`src/rtl/pe_feeder.sv`:
```
// pe_feeder: operand-pair FIFO and burst sequencer that feeds one systolic PE and collects its dot-product result
//
// Ports:
//   clk, rst_n                  clock, synchronous active-low reset
//   h_a_data, h_b_data, h_we    host operand pair and push strobe (dropped while h_full)
//   h_full, h_count             FIFO full flag and occupancy
//   go, max_cntr                burst request and burst length N (latched on accept)
//   busy, done, err             burst active, one-cycle result-valid pulse, one-cycle reject/timeout pulse
//   res, res_sat                captured PE sum and saturation flag
//   pe_start, pe_a, pe_b,       PE operand-write side: start pulse, operands and write enables,
//   pe_awe, pe_bwe, pe_max_cntr latched burst length
//   pe_aff, pe_bff              PE a/b-side full flags (backpressure)
//   pe_se, pe_s, pe_sat         PE sum-valid, sum and saturation flag
module pe_feeder #(
    parameter int DW    = 16,
    parameter int DEPTH = 16,
    parameter int AW    = 4,
    parameter int TMO   = 255
) (
    input  logic          clk,
    input  logic          rst_n,
    input  logic [DW-1:0] h_a_data,
    input  logic [DW-1:0] h_b_data,
    input  logic          h_we,
    output logic          h_full,
    output logic [AW:0]   h_count,
    input  logic          go,
    input  logic [7:0]    max_cntr,
    output logic          busy,
    output logic          done,
    output logic [DW-1:0] res,
    output logic          res_sat,
    output logic          err,
    output logic          pe_start,
    output logic [DW-1:0] pe_a,
    output logic [DW-1:0] pe_b,
    output logic          pe_awe,
    output logic          pe_bwe,
    output logic [7:0]    pe_max_cntr,
    input  logic          pe_aff,
    input  logic          pe_bff,
    input  logic          pe_se,
    input  logic [DW-1:0] pe_s,
    input  logic          pe_sat
);
    localparam int TW = $clog2(TMO + 1);

    typedef enum logic [2:0] {S_IDLE, S_START, S_STREAM, S_WAIT_SE, S_DONE} state_t;

    state_t          r_state, w_next;
    logic [2*DW-1:0] r_mem [DEPTH];
    logic [AW-1:0]   r_wr, r_rd;
    logic [7:0]      r_sent;
    logic [TW-1:0]   r_tmo;
    logic [AW:0]     w_count;
    logic            w_push, w_pop, w_last, w_go, w_go_ok, w_capture, w_timeout;

    assign w_push    = h_we && !h_full;
    assign w_pop     = r_state == S_STREAM && !pe_aff && !pe_bff && r_sent < pe_max_cntr;
    assign w_last    = w_pop && r_sent + 8'd1 == pe_max_cntr;
    assign w_go      = r_state == S_IDLE && go;
    assign w_go_ok   = w_go && max_cntr != 8'd0 && 32'(h_count) >= 32'(max_cntr);
    assign w_capture = r_state == S_WAIT_SE && pe_se;
    // Compare against TMO-1: err is registered, so it lands exactly TMO cycles after entering WAIT_SE
    assign w_timeout = r_state == S_WAIT_SE && !pe_se && r_tmo == TW'(TMO - 1);
    assign w_count   = h_count + (AW+1)'(w_push) - (AW+1)'(w_pop);

    always_ff @(posedge clk) begin
        if (!rst_n) r_state <= S_IDLE;
        else        r_state <= w_next;
    end

    always_comb begin
        w_next = r_state;
        case (r_state)
            S_IDLE:    w_next = w_go_ok ? S_START : S_IDLE;
            S_START:   w_next = S_STREAM;
            S_STREAM:  w_next = w_last ? S_WAIT_SE : S_STREAM;
            S_WAIT_SE: w_next = w_capture ? S_DONE : w_timeout ? S_IDLE : S_WAIT_SE;
            S_DONE:    w_next = S_IDLE;
            default:   w_next = S_IDLE;
        endcase
    end

    // Storage needs no reset: the pointers and count alone define what is valid
    always_ff @(posedge clk) begin
        if (w_push) r_mem[r_wr] <= {h_a_data, h_b_data};
    end

    always_ff @(posedge clk) begin
        if (!rst_n) begin
            r_wr        <= '0;
            r_rd        <= '0;
            r_sent      <= '0;
            r_tmo       <= '0;
            h_count     <= '0;
            h_full      <= 1'b0;
            busy        <= 1'b0;
            done        <= 1'b0;
            err         <= 1'b0;
            res         <= '0;
            res_sat     <= 1'b0;
            pe_start    <= 1'b0;
            pe_a        <= '0;
            pe_b        <= '0;
            pe_awe      <= 1'b0;
            pe_bwe      <= 1'b0;
            pe_max_cntr <= '0;
        end else begin
            r_wr     <= r_wr + AW'(w_push);
            r_rd     <= r_rd + AW'(w_pop);
            h_count  <= w_count;
            h_full   <= w_count == (AW+1)'(DEPTH);
            r_sent   <= w_go_ok ? 8'd0 : r_sent + 8'(w_pop);
            r_tmo    <= r_state == S_WAIT_SE ? r_tmo + TW'(1) : '0;
            busy     <= w_next != S_IDLE;
            done     <= w_capture;
            err      <= (w_go && !w_go_ok) || w_timeout;
            pe_start <= w_go_ok;
            pe_awe   <= w_pop;
            pe_bwe   <= w_pop;
            // Operands are forced to zero on idle cycles so the PE never sees stale data
            pe_a     <= w_pop ? r_mem[r_rd][2*DW-1:DW] : '0;
            pe_b     <= w_pop ? r_mem[r_rd][DW-1:0] : '0;
            if (w_go_ok) pe_max_cntr <= max_cntr;
            if (w_capture) begin
                res     <= pe_s;
                res_sat <= pe_sat;
            end
        end
    end
endmodule

```
`config.mk`:
```
export PLATFORM = sky130hd
export DESIGN_NAME = pe_feeder
export DESIGN_NICKNAME = d
export VERILOG_FILES = /design/src/rtl/pe_feeder.sv
export SDC_FILE = /design/constraint.sdc
export NUM_CORES = 1
export LEC_CHECK = 0
export CORE_ASPECT_RATIO = 1.25
export CORE_MARGIN = 2
export CORE_UTILIZATION = 41
export DETAILED_ROUTE_END_ITERATION = 16
export MAX_ROUTING_LAYER = met4
export SLEW_MARGIN = 25
export SYNTH_ARGS = -nofsm -noshare
export SYNTH_HDL_FRONTEND = slang
export SYNTH_SLANG_ARGS = --single-unit
```
`constraint.sdc`:
```
create_clock -name clk -period 4.2 [get_ports clk]
set_input_delay 0.84 -clock clk [delete_from_list [all_inputs] [get_ports clk]]
set_output_delay 0.84 -clock clk [all_outputs]
set_load 0.01 [all_outputs]
```
* Word level (Yosys, flattened, before mapping)
Memory sizes are Yosys's and may differ from the RTL's. A register that Yosys moved wholly into a read port is not among the register bits. Index checks and enable logic that the tools add are counted.
Operators by class: add/subtract/negate cells 7, reduce and logical (&&, ||, !) cells 25, shift operators 0, eq/ne operators 6, multipliers 0, divide/modulo/power cells 0, bitwise operators 1, order comparisons 2, multiplexer cells 7
Operator list (number):
- adder 8 x 1 -> 8 bit (second input constant) | 2
- logical AND 1 bit | 12
- one-hot mux 3 bit (4 select lines) | 1
- adder 4 x 1 -> 4 bit | 2
- adder 8 x 1 -> 8 bit | 1
- == test 8 bit | 1
- == test 8 bit (second input constant) | 1
- greater-or-equal comparator 5 x 8 -> 1 bit | 1
- less-than comparator 8 bit | 1
- nonzero test 8 bit | 1
- == test 3 x 2 -> 1 bit (second input constant) | 2
- zero test 1 bit | 6
- adder 5 x 1 -> 5 bit | 1
- == test 5 bit (second input constant) | 1
- subtractor 5 x 1 -> 5 bit | 1
- 2-to-1 mux 1 bit | 4
- AND reduction 2 bit | 2
- == test 3 x 1 -> 1 bit (second input constant) | 1
- zero test 3 bit | 1
- 2-to-1 mux 3 bit | 1
- nonzero test 3 bit | 1
- 2-to-1 mux 2 bit | 1
- OR reduction 2 bit | 1
- logical OR 1 bit | 1
- inverter 1 bit | 1
Storage, ports and cells: register bits after elaboration 63, bits in writable memories 512, output and inout bits 69, latch bits 0, memories 1, input port bits 64, bits in read-only memories 0, word-level logic and storage cells 64
Memory list:
- r_mem | depth 16, bits a word 32, rd ports 1, clocked after memory_dff 1, write ports 1, line 51 | logic [2*DW-1:0] r_mem [DEPTH];

* Longest topological paths before layout
Gate-level depths: netlist of the first run.
word-level depth 8, gate-level depth with buffers 16, gate-level depth less buffers 16

* Least setup slack after synthesis of the first run
Ideal clock, no wire load.
path type input-to-reg, from input h_we, to memory r_mem[0][0] (netlist name) (enable), setup time 0.461 ns, buffers on the path 0, data required time 3.739 ns, stages 3, arrival 3.505 ns, slack 0.233 ns, cells stage by stage nand2b_1 > or3_1 > nor3_1
On the way: longest elaborated chain between the ends 3
Ends and longest elaborated chain:
- from (decl) | line 24 | input logic h_we,
- logical AND 1 bit | line 58 | assign w_push = h_we && !h_full;
- 2-to-1 mux 1 bit | line 87 | if (w_push) r_mem[r_wr] <= {h_a_data, h_b_data};
- 2-to-1 mux 1 bit (not written as such) | line 87
- to (decl) | line 51
Every way passes these cells.

* Worst setup path in the final report of the first run
from register pe_max_cntr[7], to register h_full
On the way: longest elaborated chain between the ends 4
Ends and longest elaborated chain:
- from (decl) | line 39 | output logic [7:0] pe_max_cntr,
- from (signal assigned) | line 125 | if (w_go_ok) pe_max_cntr <= max_cntr;
- less-than comparator 8 bit | line 59 | assign w_pop = r_state == S_STREAM && !pe_aff && !pe_bff && r_sent < pe_max_cntr;
- logical AND 1 bit | line 59
- named net w_pop | line 56 | logic w_push, w_pop, w_last, w_go, w_go_ok, w_capture, w_timeout;
- subtractor 5 x 1 -> 5 bit | line 66 | assign w_count = h_count + (AW+1)'(w_push) - (AW+1)'(w_pop);
- == test 5 bit | line 113 | h_full <= w_count == (AW+1)'(DEPTH);
- to (signal assigned) | line 113
- to (decl) | line 25 | output logic h_full,
The timed path passes the listed nets, and every way through them passes these cells. A chain may end at the register's enable or synchronous reset.

==> results of run 1 <==
flip-flops by register name (all words and copies together), names as in the netlist:
name	cells
res	16
h_count	5
res_sat	1
r_wr	4
r_mem	512
pe_bwe	1
pe_max_cntr	8
r_tmo	8
r_state	3
r_sent	8
r_rd	4
pe_b	16
h_full	1
pe_a	16
err	1
done	1
pe_start	1
busy	1
routing by layer:
layer	global-route usage, %	vias up	wire [µm]
li1	-	4946	-
met1	22.2	5841	20600
met2	29.2	256	24800
met3	2.93	60	2360
met4	3.88	0	805
met5	-	-	0
cell type report:
class / count / area (µm²)
Fill cell: 4504 / 28300
Sequential cell: 607 / 17300
Multi-Input combinational cell: 462 / 5620
Timing Repair Buffer: 165 / 1680
Clock buffer: 72 / 1520
Tap cell: 742 / 928
Clock inverter: 36 / 502
Inverter: 25 / 93.8
Antenna cell: 2 / 5.00
Yosys cell counts, types with 2 or more instances:
cell type  number  share of area (%)
nor4_1          3              0.081
inv_1          24               0.39
a211oi_1        2              0.065
buf_6           2              0.097
nand3_1        22               0.48
nor2_1         47               0.76
dfxtp_1        95                8.2
a21o_1          2              0.065
edfxtp_1      512                 66
buf_1           5              0.081
clkbuf_1       27               0.44
nand2b_1        5               0.14
nand2_1        45               0.73
o211ai_1        2              0.065
mux4_2        160                 16
a21oi_1        27               0.58
xor2_1         13               0.49
xnor2_1        17               0.64
o21ai_0         7               0.15
nand4_1         2              0.054
or3_1           3              0.081
and2_1          9               0.24
nor2b_1        34               0.92
o21a_1          3              0.097
and3_1          7               0.19
buf_2           5               0.11
ha_1           27                1.5
nor3_1          8               0.17
buf_4          12               0.39
stage by stage:
step | cell area (µm²) | utilization [%] | worst slack (ps)
floorplan | 23100 | - | 233
global route | 27600 | 49.4 | 708
finish | 27600 | 49.4 | 996
global placement | 25600 | 45.8 | 608
detailed placement | 25600 | 45.8 | 604
CTS | 27600 | 49.4 | 982
power by group through the flow:
stage / registers [W] / clock network, W / logic (W)
after floorplan: 0.00695 / 0 / 0.000465
after global placement: 0.00695 / 0 / 0.000848
after detailed placement: 0.00696 / 0 / 0.000858
after CTS: 0.00683 / 0.00566 / 0.000865
after global routing: 0.00684 / 0.00588 / 0.000930
final: 0.00683 / 0.00553 / 0.000854
tightest hold or removal path: cells and delay by family (launching register included):
family             cells  cell delay [ps]
DFF                    1              300
AOI/OAI and AO/OA      1               50
and+or+nand+nor        1               50
how the worst max path moves through the flow:
| stage | depth (start not counted) | end | slack (ps) |
|---|---|---|---|
| after floorplan | 3 | r_mem[0][0]$_DFFE_PP_ | 230 |
| after global placement | 14 | h_full$_SDFF_PN0_ | 610 |
| after detailed placement | 14 | h_full$_SDFF_PN0_ | 600 |
| after CTS | 15 | h_full$_SDFF_PN0_ | 980 |
| after global routing | 15 | h_full$_SDFF_PN0_ | 710 |
| final | 15 | h_full$_SDFF_PN0_ | 1000 |
logic make-up (layout without fill, tap and decap cells):
family | count (synthesis) | in the layout | synth area share (%)
other | 0 | 2 | 0
flip-flops | 607 | 607 | 74.7
buffers and inverters | 76 | 298 | 1.52
XOR/XNOR | 30 | 30 | 1.14
AO/OA/AOI/OAI | 54 | 54 | 1.44
adder cells (fa/ha/maj) | 28 | 28 | 1.55
AND/OR/NAND/NOR | 190 | 190 | 4.07
multiplexers | 160 | 160 | 15.6
==> run summary, run 1 <==
CP peak stage delay = 420 ps
Die ar. = 58300 µm²
Final hold violation count = 0
Total power = 0.0132 W
Initial Utilization = 41.3%
Nets = 1410
Clock share of power = 41.9%
Min cycle time layout = 3200 ps
Buf/Inv on CP = 4
# DRC = 0
Dpl cells = 2001
Fmax = 0.312 GHz
Pin count of the biggest net entering global routing = 52
Number of global-route vias before repair = 11620
Hold Path Sink = res[4]$_SDFFE_PN0P_
Crit. Startpoint = pe_max_cntr[7]$_SDFFE_PN0P_
Port Buffers = 132
DRT iter0 DRCs = 849
Die W = 216 µm
Setup CP Type = reg2reg
Fin crit share = 76.3%
CTS tree = done
Commonest register cell after synthesis = edfxtp_1
Most Frequent Cell on Critical Path = inv_1
Core Rows = 97
Pint = 0.0105 W
Clk Tree Root Cell = clkbuf_16
Most common cell after layout, fill and taps aside = edfxtp_1
Max VDD drop = 0.000332 V
CTS Buf Count = 57
Post-CTS Resized = 0
Slew of the pin with the lowest slew margin = 867 ps
Die Y = 270 µm
Vias = 11103
Hold/Removal Path Class = reg2reg
Worst hold slack = 453 ps
Setup TNS = 0 ps
First-pass GRT wire length = 73.3 mm
Worst path slowest cell = fa_1
Cell area after synthesis = 23100 µm²
Sequential Power Share = 51.7%
Slew Viols, Final = 0
CTS max path bufs = 3
Combinational Power Share = 6.5%
Placed wire-length estimate = 26.9 mm
Clk_skew = 23.3 ps
Vias per cell = 5.26
Largest delay share family, worst path = adder cells
Finished Layout Cells = 2111
Net Switching = 0.00276 W
Final setup fails = 0
CP Cell Sequence = inv_1, ha_1, a211o_1, nor3_1, and2_1, ha_1, inv_1, ha_1, inv_1, fa_1, inv_1, a21o_1, a21oi_1, xnor2_1, and3_1
GRT Total Usage = 17.4%
Drt first pass iters = 5
Total gr overflow = 0
Clock sink count = 607
Layout cells sized above 1 = 22.2%
Ports = 133
Worst reg2reg setup slack = 1000 ps
CTS H-tree depth = 2
Critical R2R Capture = h_full$_SDFF_PN0_
Post-Syn Nets = 1237
#FFs+latches synth = 607
Initial antenna violation count = 2
Slew HR = 42.2%
Syn avg cell area = 20.2 µm²
Status = finished, final reports clean
Reg2reg start = pe_max_cntr[7]$_SDFFE_PN0P_
Async S/R FF share, synth = 0%
Crit path required time = 4700 ps
Max-cap violations = 0
Synthesis-to-finish area growth = 19.5%
Post-synth EDFFs = 512
Antenna Violating Nets Remaining = 0
Power Dens Cells = 478 nW/µm²
Commonest non-fill, non-tap cells in the layout = edfxtp_1 (512), mux4_2 (160), clkdlybuf4s50_1 (132)
Final wirelength = 48.6 mm
Post-synthesis sequential area ratio = 74.7%
Arr. time, crit path = 3700 ps
Hold Path Origin = res[4]$_SDFFE_PN0P_
Placer Congestion = 0.806
Wirelength per Cell = 23.0 µm
P_leak = 8.59 nW
Post-Syn Instances = 1145
Clk slew on worst S/H paths = 60 ps
Distinct cells, synth = 47
Setup Fix Bufs, Post-CTS = 0
Synth warnings = 0
Clk_lat worst skew = 620 ps
CTS Hold Bufs = 0
Worst Setup Start Kind = flop
Core Region = 55900 µm²
Worst setup EP type = flop
R2R depth = 15
Worst Hold Depth = 2
Max FO, Critical Path = 4
Unrepaired setup endpoints after global routing = no
Net Sw Frac = 20.9%
(Power assumes the default switching activity.)
==> run 2: changes to the inputs <==
- clock period: 4.2 -> 2.85 ns (I/O delays scaled with it)
==> run 2 against run 1 <==
  * Combinational power rose by 65%
  * Total power up 46%
  * Global-route usage grew 0.75 points
  * Count of clock-buffer cells in the layout shrank 8
  * Largest power group unchanged
  * Critical path depth grew 1
  * Die area stayed put
  * Critical path type unchanged
  * Final area increased by 2.1%
  * Clock power is 41% higher
==> run summary, run 2 (synthesized netlist as in run 1, its figures left out) <==
Final setup fails = 0
Max layer used = met4
Core Rows = 97
Synthesis-to-finish area growth = 22.1%
Pin count of the biggest net entering global routing = 53
Hold/Removal Path Class = reg2reg
Min cycle time layout = 2750 ps
Die W = 216 µm
Slew of the pin with the lowest slew margin = 695 ps
CTS Buf Count = 57
Total gr overflow = 0
Crit. Startpoint = pe_max_cntr[1]$_SDFFE_PN0P_
CTS max path bufs = 3
Clock sink count = 607
DRT iter0 DRCs = 987
Commonest non-fill, non-tap cells in the layout = edfxtp_1 (512), mux4_2 (160), clkdlybuf4s50_1 (132)
Largest Register = r_mem
P_leak = 8.82 nW
# fillers = 4472
Max reg flops = 512
Max-cap violations = 0
Antenna Violating Nets Remaining = 0
Final wirelength = 50.8 mm
Arr. time, crit path = 3250 ps
Clk_skew = 16.3 ps
DR WL met3 = 2.85 mm
Die ar. = 58300 µm²
Port Buffers = 132
Final hold violation count = 0
Slew HR = 53.7%
Fin crit share = 96.6%
Power Dens Cells = 682 nW/µm²
Number of global-route vias before repair = 11775
Worst Setup Start Kind = flop
Vias per cell = 5.32
Die Y = 270 µm
Met2 WL = 25.2 mm
CTS tree = done
Worst setup EP type = flop
Placed Instance Area = 26200 µm²
Clk slew on worst S/H paths = 60 ps
Placed wire-length estimate = 28.2 mm
Met1 WL = 21.8 mm
Ports = 133
Hold Path Origin = res[9]$_SDFFE_PN0P_
Nets = 1452
Max VDD drop = 0.000470 V
Vias = 11459
Wirelength per Cell = 23.6 µm
GRT Total Usage = 18.1%
Final instance area = 28200 µm²
Max FO, Critical Path = 2
Setup CP Type = reg2reg
Fmax = 0.363 GHz
Core Region = 55900 µm²
Slew Viols, Final = 0
Initial antenna violation count = 3
Initial Utilization = 41.3%
Reg2reg start = pe_max_cntr[1]$_SDFFE_PN0P_
Clk_lat worst skew = 620 ps
Drt first pass iters = 4
Most common cell after layout, fill and taps aside = edfxtp_1
# DRC = 0
Crit path required time = 3350 ps
Worst hold slack = 454 ps
Status = finished, final reports clean
Layout cells sized above 1 = 26.0%
Placer Congestion = 0.811
CTS H-tree depth = 2
Clk Tree Root Cell = clkbuf_16
CTS Hold Bufs = 0
First-pass GRT wire length = 75.6 mm
## run 2: cell count changes in the layout (fill, tap and decap cells not counted), moves of 5 or more
cell / previous run / this run
buf_4: 24 / 46
clkbuf_1: 12 / 7
ha_4: 0 / 5
buf_12: 9 / 29
clkinv_1: 13 / 18
inv_1: 24 / 19
ha_1: 27 / 22
## run 2: layout make-up
type / count / area [µm²] / area share [%]
Clock buffer: 64 / 1450 / 5.15
Clock inverter: 44 / 462 / 1.64
Antenna cell: 3 / 7.51 / 0.0266
Sequential cell: 607 / 17300 / 61.3
Multi-Input combinational cell: 462 / 5740 / 20.3
Timing Repair Buffer: 207 / 2250 / 7.96
Tap cell: 742 / 928 / 3.29
Inverter: 25 / 96.3 / 0.341
## run 2: metrics by stage
| stage | std cells | utilization (%) | setup WS (ps) | power, W | setup TNS (ps) |
|---|---|---|---|---|---|
| 6_report | 2154 | 50.5 | 97.6 | 0.0193 | 0 |
| 3_5_place_dp | 2039 | 46.8 | -437 | 0.0116 | -1200 |
| 5_1_grt | 2154 | 50.5 | -61.0 | 0.0199 | -61.0 |
| 3_3_place_gp | 2039 | 46.8 | -391 | 0.0116 | -933 |
| 2_1_floorplan | 1145 | - | 3.51 | 0.0109 | 0 |
| 4_1_cts | 2148 | 50.3 | 1.31 | 0.0194 | 0 |
## run 2: path summary, 6_finish.rpt
path / endpoint / slack [ps] / depth (start not counted)
worst min register to register: res[9]$_SDFFE_PN0P_ / 450 / 2
worst min-delay path: res[9]$_SDFFE_PN0P_ / 450 / 2
worst max register to register: h_full$_SDFF_PN0_ / 100 / 16
worst max-delay path: h_full$_SDFF_PN0_ / 100 / 16
## run 2: report_power, final
group | internal, W | total [W] | switching [W] | leakage [nW]
registers | 0.00995 | 0.0101 | 0.000130 | 5.40
clock network | 0.00449 | 0.00778 | 0.00329 | 0.931
logic | 0.000685 | 0.00141 | 0.000721 | 2.49
total | 0.0151 | 0.0193 | 0.00414 | 8.82
## run 2: routing by layer
metal | vias up | track usage, %
li1 | 5039 | -
met1 | 6028 | 24.2
met2 | 326 | 29.1
met3 | 66 | 3.08
met4 | 0 | 4.33
met5 | - | -
## run 2: repair_timing
| action | in CTS | in global routing |
|---|---|---|
| gates resized for setup | 6 | 17 |
| pin swaps | 5 | 13 |
| setup endpoints to repair | 2 | 2 |
| endpoints found under the hold margin | 0 | 0 |
| buffers inserted | 1 | 3 |
## run 2: worst max-delay path, cell delays in order (launching register included)
cell and delay [ps]:
dfxtp_2 320, inv_1 40, ha_1 270, nor2b_1 130, o211ai_1 180, a31o_2 190
and2_4 170, ha_4 200, inv_2 60, ha_4 140, inv_4 30, fa_2 360
inv_1 60, a21o_1 120, a21oi_2 50, xnor2_1 130, and3_1 180
